===== src/rtl/bsg_counter_one_hot_decode.sv =====
// ---------------------------------------------------------------------------
// bsg_counter_one_hot_decode
//
// Consumer side of a one-hot counter link. Each accepted snapshot is checked
// for legal one-hot encoding and decoded to a binary index. The decoder also
// flags a wrap from the top index back to 0. Results queue in a 2-entry
// buffer. Because the buffer is two deep, ready_o comes from a register and
// never depends combinationally on yumi_i.
//
// Ports:
//   clk_i         rising-edge clock
//   reset_n_i     asynchronous active-low reset
//   v_i           input snapshot valid
//   one_hot_i     one-hot count snapshot [width_p]
//   ready_o       buffer can accept; a beat transfers on v_i & ready_o
//   v_o           head-of-buffer result valid
//   count_o       decoded index of the head entry [lg_width_lp]
//   err_o         head entry came from an illegal (not one-hot) snapshot
//   wrap_o        head entry is index 0 following an accepted top index
//   yumi_i        consumer takes the head (only while v_o)
//   clear_err_i   clears sticky_err_o
//   sticky_err_o  set by any accepted illegal beat, held until cleared
// ---------------------------------------------------------------------------
module bsg_counter_one_hot_decode #(
    parameter  int width_p     = 17,
    localparam int lg_width_lp = $clog2(width_p)
) (
    input  logic                   clk_i,
    input  logic                   reset_n_i,
    input  logic                   v_i,
    input  logic [width_p-1:0]     one_hot_i,
    output logic                   ready_o,
    output logic                   v_o,
    output logic [lg_width_lp-1:0] count_o,
    output logic                   err_o,
    output logic                   wrap_o,
    input  logic                   yumi_i,
    input  logic                   clear_err_i,
    output logic                   sticky_err_o
);

    localparam logic [1:0] occ_empty = 2'd0;
    localparam logic [1:0] occ_one   = 2'd1;
    localparam logic [1:0] occ_full  = 2'd2;

    localparam logic [lg_width_lp-1:0] top_idx_lp = lg_width_lp'(width_p - 1);

    typedef struct packed {
        logic [lg_width_lp-1:0] count;
        logic                   err;
        logic                   wrap;
    } entry_t;

    logic [1:0]             occ_r, occ_n;
    logic                   ready_r, v_r;
    entry_t                 head_r, tail_r, new_entry;
    logic [lg_width_lp-1:0] low_idx;
    logic                   is_legal;
    logic [lg_width_lp-1:0] last_idx_r;
    logic                   last_v_r;
    logic                   sticky_r;
    logic                   enq, deq;

    assign enq = v_i & ready_r;
    // A yumi with nothing to take is a protocol error; it must not move state.
    assign deq = yumi_i & v_r;

    // Decode: lowest set bit wins, so an illegal multi-hot snapshot still
    // reports a deterministic index. The descending loop lets the lowest
    // set bit be the last assignment.
    // NOTE: every always_comb output gets a default first so no path through
    // the block leaves it unassigned, which would infer a latch.
    always_comb begin
        low_idx = '0;
        for (int i = width_p - 1; i >= 0; i--) begin
            if (one_hot_i[i]) begin
                low_idx = lg_width_lp'(i);
            end
        end
        // Exactly one bit set: non-zero and clearing the lowest bit leaves zero.
        is_legal = (one_hot_i != '0) &&
                   ((one_hot_i & (one_hot_i - width_p'(1))) == '0);

        new_entry.count = low_idx;
        new_entry.err   = ~is_legal;
        new_entry.wrap  = is_legal && (low_idx == '0) &&
                          last_v_r && (last_idx_r == top_idx_lp);
    end

    always_comb begin
        occ_n = occ_r;
        case (occ_r)
            occ_empty: if (enq) occ_n = occ_one;
            occ_one: begin
                if (enq && !deq)      occ_n = occ_full;
                else if (deq && !enq) occ_n = occ_empty;
            end
            occ_full:  if (deq) occ_n = occ_one;
            default:   occ_n = occ_empty;
        endcase
    end

    // NOTE: sequential state uses non-blocking assignments so every register
    // samples the pre-edge values regardless of statement order.
    always_ff @(posedge clk_i or negedge reset_n_i) begin
        if (!reset_n_i) begin
            occ_r      <= occ_empty;
            ready_r    <= 1'b1;
            v_r        <= 1'b0;
            head_r     <= '0;
            last_idx_r <= '0;
            last_v_r   <= 1'b0;
            sticky_r   <= 1'b0;
        end else begin
            occ_r   <= occ_n;
            ready_r <= (occ_n != occ_full);
            v_r     <= (occ_n != occ_empty);

            // Head takes the new beat when it lands on an empty slot or when
            // the single entry leaves on the same edge; otherwise it is
            // refilled from the tail as the tail's entry moves up.
            if (enq && ((occ_r == occ_empty) || ((occ_r == occ_one) && deq))) begin
                head_r <= new_entry;
            end else if (deq && (occ_r == occ_full)) begin
                head_r <= tail_r;
            end

            // Wrap is judged in acceptance order, so the tracker follows
            // accepted legal beats, not dequeues.
            if (enq && is_legal) begin
                last_idx_r <= low_idx;
                last_v_r   <= 1'b1;
            end

            // Setting wins over a same-cycle clear.
            if (enq && !is_legal) begin
                sticky_r <= 1'b1;
            end else if (clear_err_i) begin
                sticky_r <= 1'b0;
            end
        end
    end

    // NOTE: the tail slot is plain storage with no reset. The occupancy state
    // says whether it holds anything, so its contents are irrelevant after reset.
    always_ff @(posedge clk_i) begin
        if (enq && (occ_r == occ_one) && !deq) begin
            tail_r <= new_entry;
        end
    end

    assign ready_o      = ready_r;
    assign v_o          = v_r;
    assign count_o      = head_r.count;
    assign err_o        = head_r.err;
    assign wrap_o       = head_r.wrap;
    assign sticky_err_o = sticky_r;

    yumi_needs_valid: assert property (@(posedge clk_i) disable iff (!reset_n_i)
                                       yumi_i |-> v_r);

endmodule

===== config.mk =====
export PLATFORM = sky130hd
export DESIGN_NAME = bsg_counter_one_hot_decode
export DESIGN_NICKNAME = d
export VERILOG_FILES = /design/src/rtl/bsg_counter_one_hot_decode.sv
export SDC_FILE = /design/constraint.sdc
export NUM_CORES = 1
export LEC_CHECK = 0
export ABC_AREA = 1
export BUFFER_PORTS_ARGS = -buffer_cell sky130_fd_sc_hd__buf_2
export CORE_ASPECT_RATIO = 0.8
export CORE_MARGIN = 4
export CORE_UTILIZATION = 31
export DETAILED_ROUTE_END_ITERATION = 8
export GPL_ROUTABILITY_DRIVEN = 0
export GPL_TIMING_DRIVEN = 0
export MAX_ROUTING_LAYER = met4
export REMOVE_ABC_BUFFERS = 1
export SETUP_SLACK_MARGIN = 0.5
export SYNTH_ARGS = -nofsm -noshare
export SYNTH_HDL_FRONTEND = slang
export SYNTH_SLANG_ARGS = --single-unit

===== constraint.sdc =====
create_clock -name clk_i -period 2.2 [get_ports clk_i]
set_input_delay 0.11 -clock clk_i [delete_from_list [all_inputs] [get_ports clk_i]]
set_output_delay 0.11 -clock clk_i [all_outputs]
set_load 0.1 [all_outputs]

==> results by stage, run 1 <==
Finish:
- The final-stage net count is 256.
- Excluding fillers, the count of instances in the completed layout stands at 293.
- The fraction of final layout cells sized beyond drive strength 1 is 27.0%.
- The repair_antennas step left the layout with diodes totalling 0.
- The layout overhead on the synthesized area is 20.6%.

Drt:
- In the routed layout, each cell is associated on average with a via count of 4.39.
- For this run, the detailed router's first-pass iteration total came to 4.
- In the routed design, unresolved DRC markers number 0.
- In this run, the number of DRC markers left after iteration 0 of detailed routing was 43.
- The sum of routed wire length over all layers is 3.12 mm.
- The routed length per instance is 10.6 µm.
- The routed layout has 1286 vias.
- The detail route stage leaves a number of antenna-violating nets equal to 0.

Global routing:
- The number of global-route vias before repair was 1219.
- The number of antenna violations at the first check in global routing came to 0.
- The overall track demand over capacity in global routing is 10.7%.
- The wire length of the first global-routing pass is 5.21 mm.
- For this run the aggregate overflow at the end of global routing stands at 0.
- The maximum number of pins on one net before global-route repair is 19.

Clock tree:
- The clock edge transition at the registers on the reported setup and hold paths is 0.08 ns.
- Clock tree synthesis found a total of 25 sinks.
- The later pin in the worst-skew pair is clocked with a latency of 0.26 ns.
- The CTS tree is built.
- CTS placed an instance of clkbuf_8 at the clock tree root.
- In this run, CTS created clock tree buffers numbering 3.
- CTS built an H-tree with a depth of 1.
- Counting along the longest clock path gives a buffer depth of 2.

Place:
- At the placement stage, the worst setup path has a slack of 0.0727 ns.
- In this run, placement finished with an instance count of 287.
- The count of input and output buffers is 31.
- The sum of net half-perimeters after detailed placement is 2.49 mm.

Floorplan:
- The core region is 4620 µm².
- Measured along the y axis, the die boundary spans 70.0 µm.
- The floorplan step set the die width to 85.5 µm.
- The site row count is 22.
- For this configuration, the core starts out at a cell density of 32.2%.
- The die covers 5980 µm².
- During I/O placement, the number of pins put on the boundary was 32.

Timing:
- Counting I/O delays and the setup requirement, the final critical path takes 1.58 ns.
- The setup violation total in the final timing report is 0.
- The fmax is 634 MHz.
- The worst path meets setup with 0.622 ns of slack.
- The accumulated negative setup slack is 0 ns.
- The actual slew at the worst max-slew pin is 0.486 ns.
- The final critical path takes up 71.7% of the cycle.
- The tightest hold path in the finished design has a slack of 0.0245 ns.
- The worst relative slew slack is 67.8%.
- Setup repair after global routing left no endpoint under its margin.
- The number of hold violations in the final report came to 0.
- The worst-case clock skew is 0.00158 ns.
- The number of pins exceeding their max-slew limit in the final report was 0.

Run status:
- The flow ran to the end, and the final reports show no timing, DRC or antenna violations.

Yosys:
- The post-synthesis sequential element count is 25.
- The compound-gate portion of the synthesized area is 12.5%.
- In this run, distinct cell masters in the synthesized netlist total 30.
- Synthesis produced 198 cells.
- The synthesized area per cell is 7.52 µm².
- The share of synthesized area occupied by flip-flops and latches is 44.5%.
- The portion of netlist area occupied by mux cells is 0%.
- In the synthesized netlist the async set-or-reset flop fraction comes to 72.0%.
- The synthesized netlist devotes 32.1% of its cell area to simple gates.
- The most frequent cell after synthesis is nand2_1.
- By area the synthesized netlist is led by dfrtp_1 (29%), edfxtp_1 (14%), nand2_1 (14%), inv_1 (9.3%), nor2_1 (5.8%).
- The post-synthesis xor/xnor area fraction is 0.588%.
- The combined area of all synthesized cells is 1490 µm².
- After Yosys synthesis, full adders, half adders and majority gates account for 0% of the synthesized area.
- Of the post-synthesis cell area, the dominant cell type holds 28.6%.
- The count of flip-flops with a built-in enable after synthesis is 7.
- The commonest register cell after synthesis is dfrtp_1.
- The synthesis warning total is 0.
- dfrtp_1 takes more of the synthesized area than any other cell.
- Ranked by instance count, the synthesized netlist is headed by nand2_1 (55), inv_1 (37), nor2_1 (23), dfrtp_1 (17).
- The main combinational cell family by area after synthesis is simple AND/OR/NAND/NOR gates.

Pwr:
- The leakage power is 0.879 nW.
- The maximum resistive drop on vdd is 868 µV.
- For this design the ratio of total power to cell area is 1180 nW/µm².
- Summing internal, switching and leakage power gives 2.11 mW.

Worst setup path:
- Counting both buffers and inverters, the worst setup path holds a total of 2.
- The critical path endpoint category is a flip-flop.
- The data arrival time of the critical path is 1.72 ns.
- The cell class contributing the biggest share of worst-path delay is flip-flops.
- The maximum fanout along the worst path is 8.
- The data required time at the worst endpoint is 2.35 ns.
- Traced cell by cell, the critical path runs through nand2_1 -> nor2_1 -> inv_1 -> nor2_4 -> inv_2 -> a21oi_1 -> o21ai_0.
- The critical path is of the flip-flop to flip-flop type.
- The slowest stage of the critical path belongs to the cell dfstp_2.
- For this run, the slowest stage of the critical path takes 0.53 ns.
- The worst setup path is launched from a flip-flop.

Job:
- The number of max-cap violations is 0.

Worst hold path:
- The type of the most critical hold path is input port to flip-flop.
[routing by layer]
| metal | wire length [µm] | track usage (%) | up-vias | part of all wire (%) |
|---|---|---|---|---|
| li1 | - | - | 687 | - |
| met5 | 0 | - | - | 0 |
| met1 | 1690 | 14.8 | 572 | 54 |
| met3 | 150 | 2.00 | 2 | 4.8 |
| met2 | 1270 | 16.3 | 25 | 41 |
| met4 | 10 | 2.11 | 0 | 0.32 |
[timing repair]
| action | 4_1_cts | 5_1_grt |
|---|---|---|
| pin swaps | 1 | 1 |
| buffers inserted | 1 | 0 |
| gates cloned | 0 | 0 |
| hold buffers | 1 | 0 |
| endpoints found under the setup margin | 18 | 17 |
| resized for setup | 4 | 5 |
| hold endpoints to repair | 17 | 0 |
[path summary, 6_finish.rpt]
| kind | endpoint | depth (start not counted) | slack [ns] | start |
|---|---|---|---|---|
| min reg2reg | last_v_r | 2 | 0.45 | last_v_r |
| max | count_o[4] | 7 | 0.62 | ready_o |
| min | sticky_err_o | 2 | 0.02 | clear_err_i |
| max reg2reg | count_o[4] | 7 | 0.62 | ready_o |
| min in group asynchronous | count_o[4] | 2 | 0.31 | reset_n_i |
| max in group asynchronous | ready_o | 2 | 1.57 | reset_n_i |
[power by group]
group | leakage [nW] | switching [mW] | total (mW) | internal [mW]
registers | 0.282 | 0.0549 | 0.669 | 0.614
clock network | 0.0228 | 0.138 | 0.267 | 0.129
logic | 0.575 | 0.968 | 1.18 | 0.208
[metrics by stage]
step / cell area, µm² / utilization [%]
2_1_floorplan: 1470 / -
3_3_place_gp: 1700 / 36.9
3_5_place_dp: 1700 / 36.9
4_1_cts: 1780 / 38.5
5_1_grt: 1800 / 38.8
6_report: 1800 / 38.8
[cells by family after synthesis]
family          after synthesis
compound gates               31
xor+xnor                      1
simple gates                102
flops                        25
buf+inv                      39
[state kept, by name, indices dropped and copies added, names as in the netlist]
| signal | cells |
|---|---|
| tail_r | 7 |
| count_o | 5 |
| last_idx_r | 5 |
| occ_r | 2 |
| err_o | 1 |
| last_v_r | 1 |
| ready_o | 1 |
| sticky_err_o | 1 |
| v_o | 1 |
| wrap_o | 1 |
[cell type report]
| type | instances | area [µm²] |
|---|---|---|
| Clock buffer | 4 | 45.0 |
| Fill cell | 509 | 2830 |
| Inverter | 37 | 139 |
| Multi-Input combinational cell | 134 | 702 |
| Sequential cell | 25 | 662 |
| Tap cell | 60 | 75.1 |
| Timing Repair Buffer | 33 | 173 |
[placed cells by master (no fill, tap or decap), types with 2 or more instances in the layout]
cell type	count
a21oi_1	8
a21oi_2	3
buf_2	31
clkbuf_8	3
dfrtp_1	17
edfxtp_1	7
inv_1	35
inv_2	2
nand2_1	55
nand3_1	2
nand3_2	3
nand4_1	2
nor2_1	21
nor2_2	4
nor2_4	5
nor3_1	2
o21ai_0	10
o21ai_2	5
o31ai_1	2
Power figures use the tool's default switching activity.
==> run 2: changes to the inputs <==
clock period = 1.3 ns   (was 2.2 ns; I/O delays follow)
==> run 2 against run 1 <==
The flow now finishes with violations (setup timing). Non-clock buffer count up 26. Cell count is 8.9% higher. Combinational power up 140%. Routed wire length up 14%. Setup slack lost 0.75 ns. Maximum frequency up 10%. Register-to-register slack got worse by 0.75 ns. Critical path type unchanged. Largest cell class unchanged. Largest power group unchanged.
==> results by stage, run 2 (synthesized netlist as in run 1, its figures left out) <==
Timing:
- The number of pins exceeding their max-slew limit in the final report is 0.
- The final worst setup slack is -0.130 ns.
- The final critical path time including I/O delays and setup is 1.43 ns.
- The worst path uses 110% of the clock period.
- The fmax is 699 MHz.
- The number of hold violations in the final report is 0.
- Setup repair after global routing could not meet its margin everywhere.
- The setup violation total in the final timing report is 22.
- The actual slew at the worst max-slew pin is 0.414 ns.
- Between clock sinks in the finished design, the worst skew comes to 0.00270 ns.
- The worst relative slew slack is 72.4%.

Drt:
- Once detail routing completed, the nets flagged for antenna violations numbered 0.
- For this block, the initial DRC count from the detailed router was 44.
- The number of design rule violations left after detail routing is 0.
- The mean number of vias per cell is 4.42.
- The first detailed-routing pass ran for 4 iterations.
- The routed length per instance is 11.2 µm.
- The routed design has 3.56 mm of wire.
- The total via count after detailed routing is 1411.

Place:
- The count of input and output buffers is 31.
- The number of instances in the placed design is 287.
- After legalization and detailed placement, the total HPWL measured 2.49 mm.
- The placed instances occupy a cell area of 1700 µm².

Finish:
- The fraction of final layout cells sized beyond drive strength 1 is 47.1%.
- The fill cell instance count of the final layout is 442.
- The repair_antennas step left the layout with diodes totalling 0.
- More flip-flops sit in one register than any other, and that register is tail_r.
- In the final design database the tool counted 282 nets.
- From synthesis to final layout, the design area changed by 60.3%.
- The finished cells cover 2390 µm².
- For this run, the number of standard cells in the final layout without fillers is 319.
- The most frequent standard cell in the layout excluding fill and tap cells is nand2_1.
- The register with the most flip-flops in the layout has 7 of them.
- In the layout the commonest cells are nand2_1 (45), inv_1 (27), buf_4 (21).

Floorplan:
- The number of ports placed on the die boundary is 32.
- Once the floorplan was initialized, standard cells occupied 32.2% of the core.
- From bottom edge to top edge, the die measures 70.0 µm.
- The overall die width is 85.5 µm.
- The die area is 5980 µm².
- The site row count is 22.
- The core region is 4620 µm².

Pwr:
- In this run, the clock network consumes 10.2% of the power.
- The analysis attributes to cell leakage a power of 1.10 nW.
- Net switching is 48.7% of the power.
- IR analysis of the VDD net gives a maximum drop of 1720 µV.
- The switching power summed over all nets is 2.20 mW.
- The part of the total power dissipated in combinational logic is 63.0%.
- In this run the power density over the cells is 1890 nW/µm².
- The internal portion of the total power is 2.32 mW.
- Per report_power, the sequential group accounts for 26.9% of the total.

Global routing:
- The maximum number of pins on one net before global-route repair is 19.
- The number of antenna violations at the first check in global routing is 0.
- The overall track demand over capacity in global routing is 11.9%.
- The number of global-route vias before repair is 1371.
- The wire length of the first global-routing pass is 5.81 mm.
- The total overflow left after global routing is 0.

Clock tree:
- The CTS tree is built.
- The clock passes through at most 2 buffers.
- The clock tree root buffer cell is clkbuf_8.
- After clock tree synthesis, the clock-pin slew on the worst setup and hold paths is 0.09 ns.
- The number of clock buffers inserted by TritonCTS is 3.
- The tree built by TritonCTS fans out to 25 sinks.
- CTS built an H-tree with a depth of 1.
- The insertion delay to the later sink of the worst-skew pair is 0.26 ns.

Worst setup path:
- The critical path endpoint category is a flip-flop.
- The delay of the slowest cell on the worst path is 0.54 ns.
- The critical path starts at ready_o.
- The data arrival time of the critical path is 1.59 ns.
- For the worst setup path, the data required time is 1.46 ns.
- The largest individual stage delay along the critical path comes from the cell dfstp_2.
- The cell class contributing the biggest share of worst-path delay is flip-flops.
- Among the stages of the critical path, the cell type that occurs most often is a21oi_1.
- The signal on the critical path passes through nand2_2 -> nor2_2 -> inv_2 -> a21oi_4 -> inv_4 -> a21oi_1 -> a21oi_1.
- The category of the worst setup path launch point is a flip-flop.
- The critical path is of the flip-flop to flip-flop type.
- The startpoint identified for the worst register-to-register timing path is ready_o.
- Of all nets on the critical path, the largest fanout is 11.
- The number of buffers and inverters on the critical path is 2.

Run status:
- The final reports fail on setup timing.
- The flow ran to the end, but the final reports show violations.

Worst hold path:
- The path class of the tightest hold or removal check is input port to flip-flop.
- The startpoint identified for the worst hold timing path is one_hot_i[0].

Job:
- The number of max-cap violations is 0.
run 2: cell count changes in the layout (fill, tap and decap cells not counted), sizes merged:
| cell | previous run | this run |
|---|---|---|
| clkinv | 0 | 1 |
| dlygate4sd3 | 1 | 2 |
| inv | 37 | 36 |
| buf | 32 | 57 |
run 2: final timing paths:
kind	endpoint	slack, ns	cells after the start
worst max-delay path	count_o[1]	-0.13	7
worst min-delay path	tail_r[2]	0.08	2
worst max register to register	count_o[1]	-0.13	7
worst min register to register	last_v_r	0.48	2
max in group asynchronous	ready_o	0.70	2
min in group asynchronous	count_o[0]	0.28	2
run 2: through the flow:
step                hold slack, ns  setup TNS, ns  power, mW  utilization [%]  setup WS, ns
CTS                         0.0784          -2.33       4.36             47.6        -0.132
floorplan                   -0.231         -13.61       2.71                -        -0.749
detailed placement          0.0221         -14.22       3.08             36.9        -0.782
global route                0.0727          -3.74       4.73             51.6        -0.233
global placement            0.0210         -13.43       3.05             36.9        -0.753
finish                      0.0800          -1.64       4.52             51.6        -0.130
run 2: worst register-to-register path, cell delays in order (launching register included):
cell and delay, ns:
dfstp_2 0.54, nand2_2 0.06, nor2_2 0.11, inv_2 0.09, a21oi_4 0.21, inv_4 0.10, a21oi_1 0.13, a21oi_1 0.08
run 2: power by group through the flow:
| stage | registers, mW | logic (mW) | clock network, mW |
|---|---|---|---|
| 3_3_place_gp | 1.14 | 1.91 | 0 |
| 4_1_cts | 1.21 | 2.68 | 0.468 |
| 6_report | 1.21 | 2.85 | 0.459 |
| 5_1_grt | 1.23 | 2.99 | 0.503 |
| 2_1_floorplan | 2.21 | 0.503 | 0 |
| 3_5_place_dp | 1.15 | 1.92 | 0 |
run 2: cell type report:
cell class              count  area [µm²]  area share, %
flip-flops and latches     25         662           27.7
clock buffers               4        45.0           1.89
inverters                  37         146           6.13
repair buffers             59         597           25.0
well taps                  60        75.1           3.14
multi-input cells         134         862           36.1
run 2: what timing repair did:
action | CTS | global route
endpoints found under the hold margin | 18 | 0
gates resized for setup | 80 | 44
buffers inserted | 18 | 7
endpoints found under the setup margin | 42 | 41
cloned | 1 | 0
pin swaps | 18 | 13
hold buffers | 2 | 0
run 2: per-layer routing:
layer / track usage [%] / share of wire, % / vias up
li1: - / - / 743
met1: 15.9 / 51 / 641
met2: 19.2 / 45 / 25
met3: 1.77 / 3.5 / 2
met4: 2.11 / 0.31 / 0
met5: - / 0 / -
==> run 3: changes to the inputs <==
CORE_UTILIZATION = 48   (was 31)
PLACE_DENSITY = 0.75   (was not set)
==> run 3 against run 2 <==
The run still ends with setup timing left. Total power rose by 4.9%. Die area fell by 32%. Maximum frequency is 7.0% lower. Sequential share of layout area down 0.43 points. Cell area is 1.6% higher. Via count increased by 9.2%. Clock power rose by 2%. Register-to-register slack got worse by 0.11 ns. Combinational power rose by 6%. Critical path type unchanged. Largest cell class unchanged.
==> results by stage, run 3 (synthesized netlist as in run 1, its figures left out) <==
Floorplan:
- The die covers 4060 µm².
- Once the floorplan was initialized, standard cells occupied 51.9% of the core.
- The area inside the core boundary is 2870 µm².
- The height of the die is 57.8 µm.
- The site row count is 17.
- The die is 70.3 µm wide.
- During I/O placement, the number of pins put on the boundary was 32.

Place:
- Buffers placed on the I/O ports in this run total 31.
- Once placement completed, the tool counted placed cells totaling 265.
- The sum of net half-perimeters after detailed placement is 2.43 mm.
- Timing analysis after detailed placement gives a worst setup slack of -0.822 ns.
- The post-detailed-placement cell area is 1680 µm².

Drt:
- The total via count after detailed routing is 1541.
- The routed length per instance is 15.1 µm.
- For this run, design rule violations remaining after detail routing come to 0.
- After detailed routing, the number of vias per cell comes to 5.15.
- Once detail routing completed, the nets flagged for antenna violations numbered 0.
- The number of design-rule violations left by the first detailed-router iteration is 118.
- The iteration count of the initial detailed-routing pass is 4.
- The sum of routed wire length over all layers is 4.53 mm.

Worst hold path:
- The type of the most critical hold path is input port to flip-flop.

Worst setup path:
- The cell that appears most often on the critical path is nand2_1.
- Along the worst path, the maximum fanout reaches 2.
- The worst setup path endpoint is wrap_o.
- The worst setup path is launched from a flip-flop.
- Data arrives at the worst endpoint at 1.75 ns.
- Data on the critical path is required at its endpoint by 1.51 ns.
- The standard cell with the maximum stage delay on the critical path is dfrtp_1.
- The endpoint identified for the worst register-to-register timing path is wrap_o.
- The worst register-to-register path begins at last_idx_r[2].
- STA classifies the critical path endpoint as a flip-flop.
- The signal on the critical path passes through nor4_2 -> nand3b_1 -> nor3_2 -> nand3_1 -> nor2_2 -> nand2_1 -> nand2_1 -> nand2_1 -> nand2_1.
- The worst register-to-register path has a setup slack of -0.24 ns.
- The number of cells on the worst reg-to-reg path is 9.
- The delay of the slowest cell on the worst path is 0.42 ns.
- The worst setup path category is flip-flop to flip-flop.
- The source of the critical timing path is last_idx_r[2].

Finish:
- 0 antenna diodes ended up in the layout.
- Measured on the finished design, the core utilization comes to 84.4%.
- The register ranked first by flip-flop count is tail_r.
- Of the cells placed in the final design, the portion with a size suffix greater than 1 is 46.0%.
- The most frequent standard cell in the layout excluding fill and tap cells is nand2_1.
- The library cells used most frequently in the layout, excluding fill and tap cells, are nand2_1 (44), inv_1 (30), buf_6 (18).
- The net count of the finished layout is 284.
- The register with the most flip-flops in the layout has 7 of them.
- The count of cells in the finished layout, fillers not included, comes to 299.
- The final instance area is 2420 µm².
- The layout overhead on the synthesized area is 62.9%.

Timing:
- The worst relative slew slack is 72.5%.
- Dividing the final minimum period by the clock period gives 118%.
- Setup violations remaining at the end of the flow were counted as 25.
- The number of pins exceeding their max-slew limit in the final report is 0.
- Once routing completed, OpenROAD measured the worst setup slack at -0.237 ns.
- At the pin with the least slew margin, the transition time is 0.412 ns.
- The worst hold margin is 0.167 ns.
- The worst-case clock skew is 0.00567 ns.
- The fmax is 651 MHz.
- In the final timing run, aggregate negative setup slack is -3.54 ns.
- Setup repair after global routing could not meet its margin everywhere.
- The smallest clock period supported by the final layout is computed as 1.54 ns.
- The number of hold violations in the final report was 0.

Pwr:
- The analysis attributes to cell leakage a power of 1.14 nW.
- The design draws 4.75 mW.
- The power density over cell area is 1960 nW/µm².
- The maximum resistive drop on vdd is 1350 µV.

Clock tree:
- The number of clock buffers inserted by TritonCTS is 3.
- The clock tree root buffer cell is clkbuf_8.
- The clock edge transition at the registers on the reported setup and hold paths is 0.09 ns.
- The insertion delay to the later sink of the worst-skew pair is 0.27 ns.
- The CTS tree is built.
- The clock sink count is 25.
- No sink is reached through more buffers than the 2 on the longest clock path.
- In this run the number of H-tree levels came out at 1.

Global routing:
- In the global route stage, overall resource usage came out at 22.0%.
- The number of antenna violations at the first check in global routing is 0.
- The remaining global-route overflow is 0.
- The first global-routing pass estimated 6.82 mm of wire.
- The number of global-route vias before repair is 1435.
- Entering global routing, the biggest net connects 19 pins.

Run status:
- The checks that failed: setup timing.
- The run finished, with violations left.

Job:
- The number of max-cap violations is 0.
[run 3: worst min-delay path by stage]
stage / startpoint / to / slack (ns) / cells after the start
floorplan: reset_n_i / count_o[0] / -0.23 / 0
global placement: reset_n_i / last_idx_r[2] / 0.02 / 1
detailed placement: reset_n_i / last_idx_r[2] / 0.02 / 1
CTS: one_hot_i[0] / tail_r[2] / 0.16 / 3
global route: one_hot_i[0] / tail_r[2] / 0.17 / 3
finish: one_hot_i[0] / tail_r[2] / 0.17 / 3
[run 3: repair_timing]
action | 4_1_cts | 5_1_grt
resized for setup | 91 | 44
setup endpoints to repair | 42 | 42
hold endpoints to repair | 18 | 0
pin swaps | 19 | 17
setup buffers | 17 | 9
hold buffers | 2 | 0
gates cloned | 1 | 1
[run 3: report_power, final]
| group | leakage (nW) | total (mW) | internal [mW] | switching [mW] |
|---|---|---|---|---|
| clock network | 0.0255 | 0.468 | 0.215 | 0.254 |
| registers | 0.282 | 1.25 | 1.04 | 0.207 |
| logic | 0.832 | 3.03 | 1.13 | 1.90 |
[run 3: area by class of cell]
cell class,count,area (µm²)
multi-input combinational,134,873
sequential,25,662
timing repair buffer,60,643
fill,159,447
inverter,37,146
tap,38,47.5
clock buffer,3,41.3
timing repair inverter,1,6.26
clock inverter,1,5.00
[run 3: routing by layer]
layer	wire length, µm	track usage [%]	up-vias
met2	2380	38.3	69
li1	-	-	746
met1	1770	27.2	716
met5	0	-	-
met4	65	4.10	0
met3	313	3.81	10
[run 3: critical path: cells and delay by family (launching register included)]
kind | cells | cell delay [ns]
and+or+nand+nor | 9 | 1.07
DFF | 1 | 0.42
